$ cat config.mk
export PLATFORM = sky130hd
export DESIGN_NAME = serial_adder
export DESIGN_NICKNAME = d
export VERILOG_FILES = /design/src/rtl/serial_adder_pkg.sv /design/src/rtl/FullAdder.sv /design/src/rtl/serial_adder.sv
export SDC_FILE = /design/constraint.sdc
export NUM_CORES = 1
export LEC_CHECK = 0
export ABC_AREA = 1
export CAP_MARGIN = 30
export CORE_MARGIN = 2
export CORE_UTILIZATION = 50
export DETAILED_ROUTE_END_ITERATION = 8
export PLACE_DENSITY = 0.91
export SLEW_MARGIN = 20
export SYNTH_ARGS = -nofsm -noshare
export SYNTH_HDL_FRONTEND = slang
export SYNTH_SLANG_ARGS = --single-unit
$ cat constraint.sdc
create_clock -name clk_i -period 1.4 [get_ports clk_i]
set_input_delay 0.42 -clock clk_i [delete_from_list [all_inputs] [get_ports clk_i]]
set_output_delay 0.42 -clock clk_i [all_outputs]
set_load 0.02 [all_outputs]
$ cat src/rtl/serial_adder_pkg.sv
// Shared types and helpers for the bit-serial adder.
package serial_adder_pkg;

  typedef enum logic [1:0] {
    IDLE = 2'b00,
    RUN  = 2'b01,
    DONE = 2'b10
  } state_e;

  // Bit-counter width; a 1-bit adder still needs a 1-bit counter.
  function automatic int cnt_width(input int width);
    return (width <= 1) ? 1 : $clog2(width);
  endfunction

endpackage

$ cat src/rtl/FullAdder.sv
// Single-bit full-adder cell; the only arithmetic in the serial adder datapath.
module FullAdder (
  input  logic a_i,
  input  logic b_i,
  input  logic cin_i,
  output logic sum_o,
  output logic cout_o
);

  assign sum_o  = a_i ^ b_i ^ cin_i;
  assign cout_o = (a_i & b_i) | (cin_i & (a_i ^ b_i));

endmodule

$ cat src/rtl/serial_adder.sv
// Bit-serial WIDTH-bit adder: one full-adder cell, LSB first, carry held in a flop.
// Optional macro SERIAL_ADDER_OVF_EN adds the two's-complement overflow output ovf_o.
module serial_adder
  import serial_adder_pkg::*;
#(
  parameter int WIDTH = 8
) (
  input  logic             clk_i,
  input  logic             rst_ni,
  input  logic             in_valid_i,
  output logic             in_ready_o,
  input  logic [WIDTH-1:0] a_i,
  input  logic [WIDTH-1:0] b_i,
  input  logic             cin_i,
  output logic             out_valid_o,
  input  logic             out_ready_i,
  output logic [WIDTH-1:0] sum_o,
  output logic             cout_o,
`ifdef SERIAL_ADDER_OVF_EN
  output logic             ovf_o,
`endif
  output logic             busy_o
);

  localparam int            CW   = cnt_width(WIDTH);
  localparam logic [CW-1:0] LAST = CW'(WIDTH - 1);

  state_e           state, state_nxt;
  logic [WIDTH-1:0] a_sr, b_sr, sum_q;
  logic [CW-1:0]    cnt;
  logic             carry_q, cout_q;
  logic             fa_sum, fa_cout;
  logic             accept, last_bit;

  assign in_ready_o  = (state == IDLE);
  assign out_valid_o = (state == DONE);
  assign busy_o      = (state == RUN);
  assign accept      = in_valid_i && in_ready_o;
  assign last_bit    = (cnt == LAST);
  assign sum_o       = sum_q;
  assign cout_o      = cout_q;

  FullAdder u_full_adder (
    .a_i    (a_sr[0]),
    .b_i    (b_sr[0]),
    .cin_i  (carry_q),
    .sum_o  (fa_sum),
    .cout_o (fa_cout)
  );

  // NOTE: every output of a combinational block gets a default first so no path infers a latch.
  always_comb begin
    state_nxt = state;
    case (state)
      IDLE:    if (accept)      state_nxt = RUN;
      RUN:     if (last_bit)    state_nxt = DONE;
      DONE:    if (out_ready_i) state_nxt = IDLE;
      default:                  state_nxt = IDLE;
    endcase
  end

  // NOTE: sequential state uses non-blocking assignments so all flops update from pre-edge values.
  always_ff @(posedge clk_i) begin
    if (!rst_ni) state <= IDLE;
    else         state <= state_nxt;
  end

  always_ff @(posedge clk_i) begin
    if (!rst_ni) begin
      a_sr    <= '0;
      b_sr    <= '0;
      sum_q   <= '0;
      cnt     <= '0;
      carry_q <= 1'b0;
      cout_q  <= 1'b0;
    end else if (accept) begin
      a_sr    <= a_i;
      b_sr    <= b_i;
      carry_q <= cin_i;
      cnt     <= '0;
    end else if (state == RUN) begin
      // Sum register shifts right so the LSB computed first ends up in bit 0.
      sum_q   <= (sum_q >> 1) | (WIDTH'(fa_sum) << (WIDTH - 1));
      a_sr    <= a_sr >> 1;
      b_sr    <= b_sr >> 1;
      carry_q <= fa_cout;
      if (last_bit) cout_q <= fa_cout;
      else          cnt    <= cnt + CW'(1);
    end
  end

`ifdef SERIAL_ADDER_OVF_EN
  logic ovf_q;

  // On the last bit the carry flop holds the carry into the MSB.
  always_ff @(posedge clk_i) begin
    if (!rst_ni)                         ovf_q <= 1'b0;
    else if ((state == RUN) && last_bit) ovf_q <= carry_q ^ fa_cout;
  end

  assign ovf_o = ovf_q;
`endif

endmodule

==> summary.md, run 1 <==
| Metric | Value |
|---|---|
| Status | finished with violations |
| Failing checks | negative setup slack |
| HPWL after DPL | 2420 um |
| CP Class | flip-flop to output pin |
| Reg area | 626 sq um |
| CTS tree | built |
| Met1 usage | 25.3% |
| DR WL/cell | 11.8 um |
| CP Capture Type | output pin |
| Routed Wire Length | 3380 um |
| M2 GR Usage | 37.2% |
| CP arrival | 1.02 ns |
| Critical Path Max Stage Delay | 0.34 ns |
| HP Start | b_sr[7]$_SDFFE_PN0P_ |
| Via Count | 1,456 |
| Initial core utilization | 51.2% |
| Sequence of cells on the critical path | buf_6 > nor2_4 > buf_6 |
| Tcrit/Tclk final | 103% |
| Final Critical Period | 1.44 ns |
| Lkg Pwr | 0.933 nW |
| Core ar. | 2980 sq um |
| Syn Inst Count | 213 |
| Critical Path Start Type | flip-flop |
| Final net count | 277 |
| Post-route DRC | 0 |
| Number of diodes | 0 |
| Boundary Pins | 33 |
| CP startpoint | state[0]$_SDFFE_PN0P_ |
| Die Y | 59.2 um |
| Fin. Hold Viols | 0 |
| DIE WIDTH | 59.2 um |
| Clk sinks | 31 |
| Critical Path RT | 0.98 ns |
| Max_cap viols | 0 |
| Buf/Inv on CP | 2 |
| Worst skew pair latency | 0.34 ns |
| Most Crowded Layer GR | met2 |
| Reg clk slew, reported paths | 0.10 ns |
| Most used cell, CP | buf_6 |
| Syn nets | 237 |
| Num rows | 20 |
| Mapped Avg Cell Area | 7.15 sq um |
| Mapped Area | 1520 sq um |
| First-pass GRT wire length | 5760 um |
| PwrDens | 1080 nW/um^2 |
| Initial antenna violation count | 0 |
| Hold buffer count at cts | 0 |
| Share of layout cells above drive strength 1 | 21.3% |
| Gr ovfl total | 0 |
| Worst Hold Class | flip-flop to flip-flop |
| ANT nets after route | 0 |
| Reg2reg start | state[0]$_SDFFE_PN0P_ |
| Worst IR Drop VDD | 0.598 mV |
| Worst setup margin | -0.0351 ns |
| Crit path max-delay cell type | dfxtp_2 |
| Vias per cell | 5.07 |
| Drt pass-1 iters | 4 |
| Worst slew margin | 82.7% |
| Area grow syn2layout | 30.2% |
| Delay-heaviest family, CP | flip-flops |
| Final setup vio count | 3 |
| Final max-slew violation count | 0 |
| Critical path peak fanout | 3 |
| Root Buffer Master | clkbuf_4 |
| Final core utilization | 66.6% |
| Fmax | 0.697 GHz |
| Ys Warns | 0 |
| Flops & latches, synth | 31 |
| RSZ-0062 raised after global routing | yes |
| Vias in the first global route | 1,375 |
| RD Place Congestion | 0.804 |
| Die ar. | 3510 sq um |
| Num CTS Buffers | 5 |
| I/O Buffers | 32 |
| Detailed router's first-iteration violation count | 63 |
| Multi-input gate area | 741 sq um |
| Placed instance area | 1910 sq um |
| Met3 Use GR | 5.90% |
| CTS Buffer Depth | 2 |
| FILL cells | 248 |
| Pin count of the biggest net entering global routing | 17 |
| Sequential share of the synthesized area | 40.7% |
| Setup Skew | 0.00834 ns |
| Total track usage | 21.7% |
| Design Area, Final | 1980 sq um |
| Least-Margin Pin Slew | 0.259 ns |
| H-tree depth | 2 |
| Netlist cell types | 19 |
-- placed cells by master, fill, tap and decap left out, drive strengths merged --
cell	n
a21oi	19
ha	2
clkdlybuf4s50	20
fa	1
inv	22
o21ai	9
clkdlybuf4s15	2
clkinv	1
nand2	62
bufinv	1
dfxtp	31
buf	23
nand3	27
nor2	28
clkbuf	6
-- path summary, 6_finish.rpt --
kind / cells past startpoint / slack [ns] / to
max: 3 / -0.04 / in_ready_o
min: 2 / 0.47 / b_sr[7]$_SDFFE_PN0P_
max reg2reg: 6 / 0.12 / cnt[1]$_SDFFE_PP0P_
min reg2reg: 2 / 0.47 / b_sr[7]$_SDFFE_PN0P_
-- power by group --
| part | switching [mW] | internal, mW |
|---|---|---|
| Combinational | 0.232 | 0.191 |
| Sequential | 0.0375 | 0.944 |
| Clock | 0.317 | 0.422 |
| Total | 0.587 | 1.56 |
-- state kept, by name, indices dropped and copies added (netlist names) --
register and flops:
a_sr 8, b_sr 8, sum_o 8, cnt 3, state 2, carry_q 1, cout_o 1
-- stage by stage --
step / cells / total power [mW] / TNS (ns) / hold slack (ns) / worst slack, ns
after floorplan: 213 / 1.27 / 0 / 0.443 / 0.142
after global placement: 279 / 1.42 / -3.90 / 0.450 / -0.206
after detailed placement: 279 / 1.43 / -4.16 / 0.459 / -0.228
after CTS: 287 / 2.16 / -0.109 / 0.472 / -0.0701
after global routing: 287 / 2.24 / -0.188 / 0.490 / -0.0715
final: 287 / 2.14 / -0.0792 / 0.471 / -0.0351
-- tightest hold or removal path, stage by stage (launching register included) --
cell	delay [ns]
dfxtp_1	0.32
nand2_1	0.06
a21oi_1	0.05
-- synth_stat cells (all sizes together) --
cell type,number,area [sq um]
nand2,62,243
dfxtp,31,621
nor2,28,128
nand3,27,135
inv,22,82.6
a21oi,19,129
buf,11,81.3
o21ai,9,56.3
ha,2,25.0
clkbuf,1,3.75
fa,1,20.0
-- cells by family after synthesis --
logic type                 Yosys count  synth area share [%]
AOI/OAI and AO/OA                   28                  12.2
buffers and inverters               34                  11.0
and+or+nand+nor                    117                  33.2
DFF                                 31                  40.7
adders and majority gates            3                  2.96
-- final cells by class --
cell class                 count  share of cell area (%)
multi-input combinational    148                    37.3
sequential                    31                    31.5
timing repair buffer          45                    20.4
inverter                      22                    4.29
clock buffer                   6                    2.59
tap                           33                    2.08
clock inverter                 2                    1.77
-- metal layers --
layer  vias to the layer above  routed length, um
met4                         0                 56
li1                        747                  -
met1                       649               1420
met5                         -                  0
met3                         9                234
met2                        51               1670
-- repair_timing --
action	CTS	global route
gates cloned	0	0
endpoints found under the hold margin	0	0
pin swaps	2	1
buffers inserted	0	0
endpoints found under the setup margin	14	13
gates resized for setup	51	8
(Power assumes the default switching activity.)
==> run 2: changes to the inputs <==
CORE_UTILIZATION = 52   (was 50)
CTS_BUF_LIST = sky130_fd_sc_hd__clkbuf_8   (was unset)
PLACE_DENSITY = 0.78   (was 0.91)
==> summary.md, run 2 (synthesis gave the netlist of run 1 again) <==
| Metric | Value |
|---|---|
| Status | finished with violations |
| Failing checks | negative setup slack |
| Via Count | 1,452 |
| Final net count | 278 |
| Detailed router's first-iteration violation count | 45 |
| RD Place Congestion | 0.765 |
| Most used cell, CP | buf_6 |
| Area grow syn2layout | 32.5% |
| PwrDens | 1070 nW/um^2 |
| Root Buffer Master | clkbuf_8 |
| Least-Margin Pin Slew | 0.258 ns |
| CP arrival | 1.00 ns |
| Worst IR Drop VDD | 1.09 mV |
| Path depth of the worst reg2reg path | 7 |
| DR WL/cell | 11.4 um |
| Pin count of the biggest net entering global routing | 21 |
| Vias per cell | 5.08 |
| Design Area, Final | 2020 sq um |
| Vias in the first global route | 1,312 |
| CTS Buffer Depth | 2 |
| Final setup vio count | 1 |
| Reg clk slew, reported paths | 0.06 ns |
| Worst skew pair latency | 0.28 ns |
| Final core utilization | 72.6% |
| Critical Path RT | 0.98 ns |
| Post-CTS setup buffer count | 0 |
| Placed instance area | 1920 sq um |
| Critical Path Start Type | flip-flop |
| Worst r2r dst | a_sr[7]$_SDFFE_PN0P_ |
| Tcrit/Tclk final | 101% |
| Clk sinks | 31 |
| Setup Skew | 0.00277 ns |
| Post-route DRC | 0 |
| Pint | 1.59 mW |
| Hold Path Cell Cnt | 2 |
| Final Critical Period | 1.42 ns |
| Boundary Pins | 33 |
| Max_cap viols | 0 |
| H-tree depth | 2 |
| I/O Buffers | 32 |
| Lkg Pwr | 0.944 nW |
| Worst slew margin | 82.7% |
| CP Class | flip-flop to output pin |
| CTS tree | built |
| Crit path max-delay cell type | dfxtp_2 |
| Sequential power share | 45.4% |
| Gate power share | 19.8% |
| Critical path peak fanout | 3 |
| Gr ovfl total | 0 |
| Initial core utilization | 54.8% |
| Critical Path Max Stage Delay | 0.34 ns |
| Net switching power | 583 uW |
| Core ar. | 2780 sq um |
| CP Capture Type | output pin |
| HP Start | a_sr[2]$_SDFFE_PN0P_ |
| Routed Wire Length | 3260 um |
| ANT nets after route | 0 |
| HPWL after DPL | 2300 um |
| Reg2reg start | state[0]$_SDFFE_PN0P_ |
| Worst setup margin | -0.0163 ns |
| DIE WIDTH | 58.1 um |
| RSZ-0062 raised after global routing | yes |
| Clock Power Share | 34.8% |
| Drt pass-1 iters | 4 |
| Sequence of cells on the critical path | buf_6 > inv_2 > nor2_4 > buf_6 |
| R2r setup slk | 0.08 ns |
| Net Sw Frac | 26.9% |
| Share of layout cells above drive strength 1 | 17.3% |
| Total track usage | 21.2% |
| Num rows | 19 |
| Initial antenna violation count | 0 |
| Hold buffer count at cts | 0 |
| First-pass GRT wire length | 5430 um |
| Most common cell after layout, fill and taps aside | nand2_1 |
| Num CTS Buffers | 5 |
| Die ar. | 3380 sq um |
| Number of diodes | 0 |
| FILL cells | 224 |
| Worst Hold Class | flip-flop to flip-flop |
| Hold Path End | a_sr[2]$_SDFFE_PN0P_ |
| Most frequent cells in the layout | nand2_1, dfxtp_1, nand3_1, nor2_1, inv_1 |
| Fin. Hold Viols | 0 |
| Final max-slew violation count | 0 |
| Fmax | 0.706 GHz |
| Die Y | 58.1 um |
-- run 2: cell types whose count changed in the layout (fill, tap and decap cells not counted), moves of 2 or more --
cell,change
clkbuf_4,-5
buf_2,-7
clkbuf_8,+6
clkdlybuf4s15_1,+7
clkdlybuf4s15_2,-2
-- run 2: routing by layer --
metal / track usage (%) / part of all wire (%)
met5: 0 / 0
met2: 37.0 / 47
met3: 5.13 / 4.4
met4: 9.97 / 1.6
met1: 24.2 / 47
-- run 2: area by class of cell --
class                   instances  area (sq um)  area share, %
clock buffers                   7          96.3           4.77
clock inverters                 1          3.75          0.186
inverters                      22          82.6           4.09
multi-input cells             148           736           36.4
flip-flops and latches         31           623           30.9
well taps                      31          38.8           1.92
repair buffers                 46           439           21.7
-- run 2: repair_timing --
item                                    4_1_cts  5_1_grt
resized for setup                            29       10
endpoints found under the setup margin       12       11
pin swaps                                     0        1
-- run 2: power by group through the flow --
stage | clock [mW] | combinational (mW) | sequential (mW)
floorplan | 0 | 0.246 | 1.02
global placement | 0 | 0.430 | 1.00
detailed placement | 0 | 0.438 | 1.00
CTS | 0.775 | 0.429 | 0.983
global route | 0.802 | 0.475 | 0.992
finish | 0.755 | 0.430 | 0.984
-- run 2: how the worst max path moves through the flow --
stage / from / end / slack [ns] / cells past startpoint
6_report: state[0]$_SDFFE_PN0P_ / busy_o / -0.02 / 4
4_1_cts: state[0]$_SDFFE_PN0P_ / busy_o / -0.04 / 4
3_5_place_dp: in_valid_i / b_sr[5]$_SDFFE_PN0P_ / -0.24 / 5
2_1_floorplan: state[1]$_SDFFE_PN0P_ / out_valid_o / 0.14 / 3
3_3_place_gp: in_valid_i / a_sr[5]$_SDFFE_PN0P_ / -0.21 / 5
5_1_grt: state[0]$_SDFFE_PN0P_ / busy_o / -0.05 / 4
-- run 2: critical path: cells and delay by family, from the launching register on --
| kind | cells | cell delay [ns] |
|---|---|---|
| DFF | 1 | 0.34 |
| and+or+nand+nor | 1 | 0.11 |
| buffers and inverters | 3 | 0.25 |
-- run 2: per-stage QoR --
stage               setup slack, ns  TNS [ns]  std cells  power (mW)  hold slack (ns)
CTS                         -0.0397   -0.0709        286        2.19            0.464
global route                -0.0471    -0.104        286        2.27            0.492
floorplan                     0.142         0        213        1.27            0.443
detailed placement           -0.238     -4.63        278        1.44            0.455
finish                      -0.0163   -0.0163        286        2.17            0.466
global placement             -0.207     -4.18        278        1.43            0.453
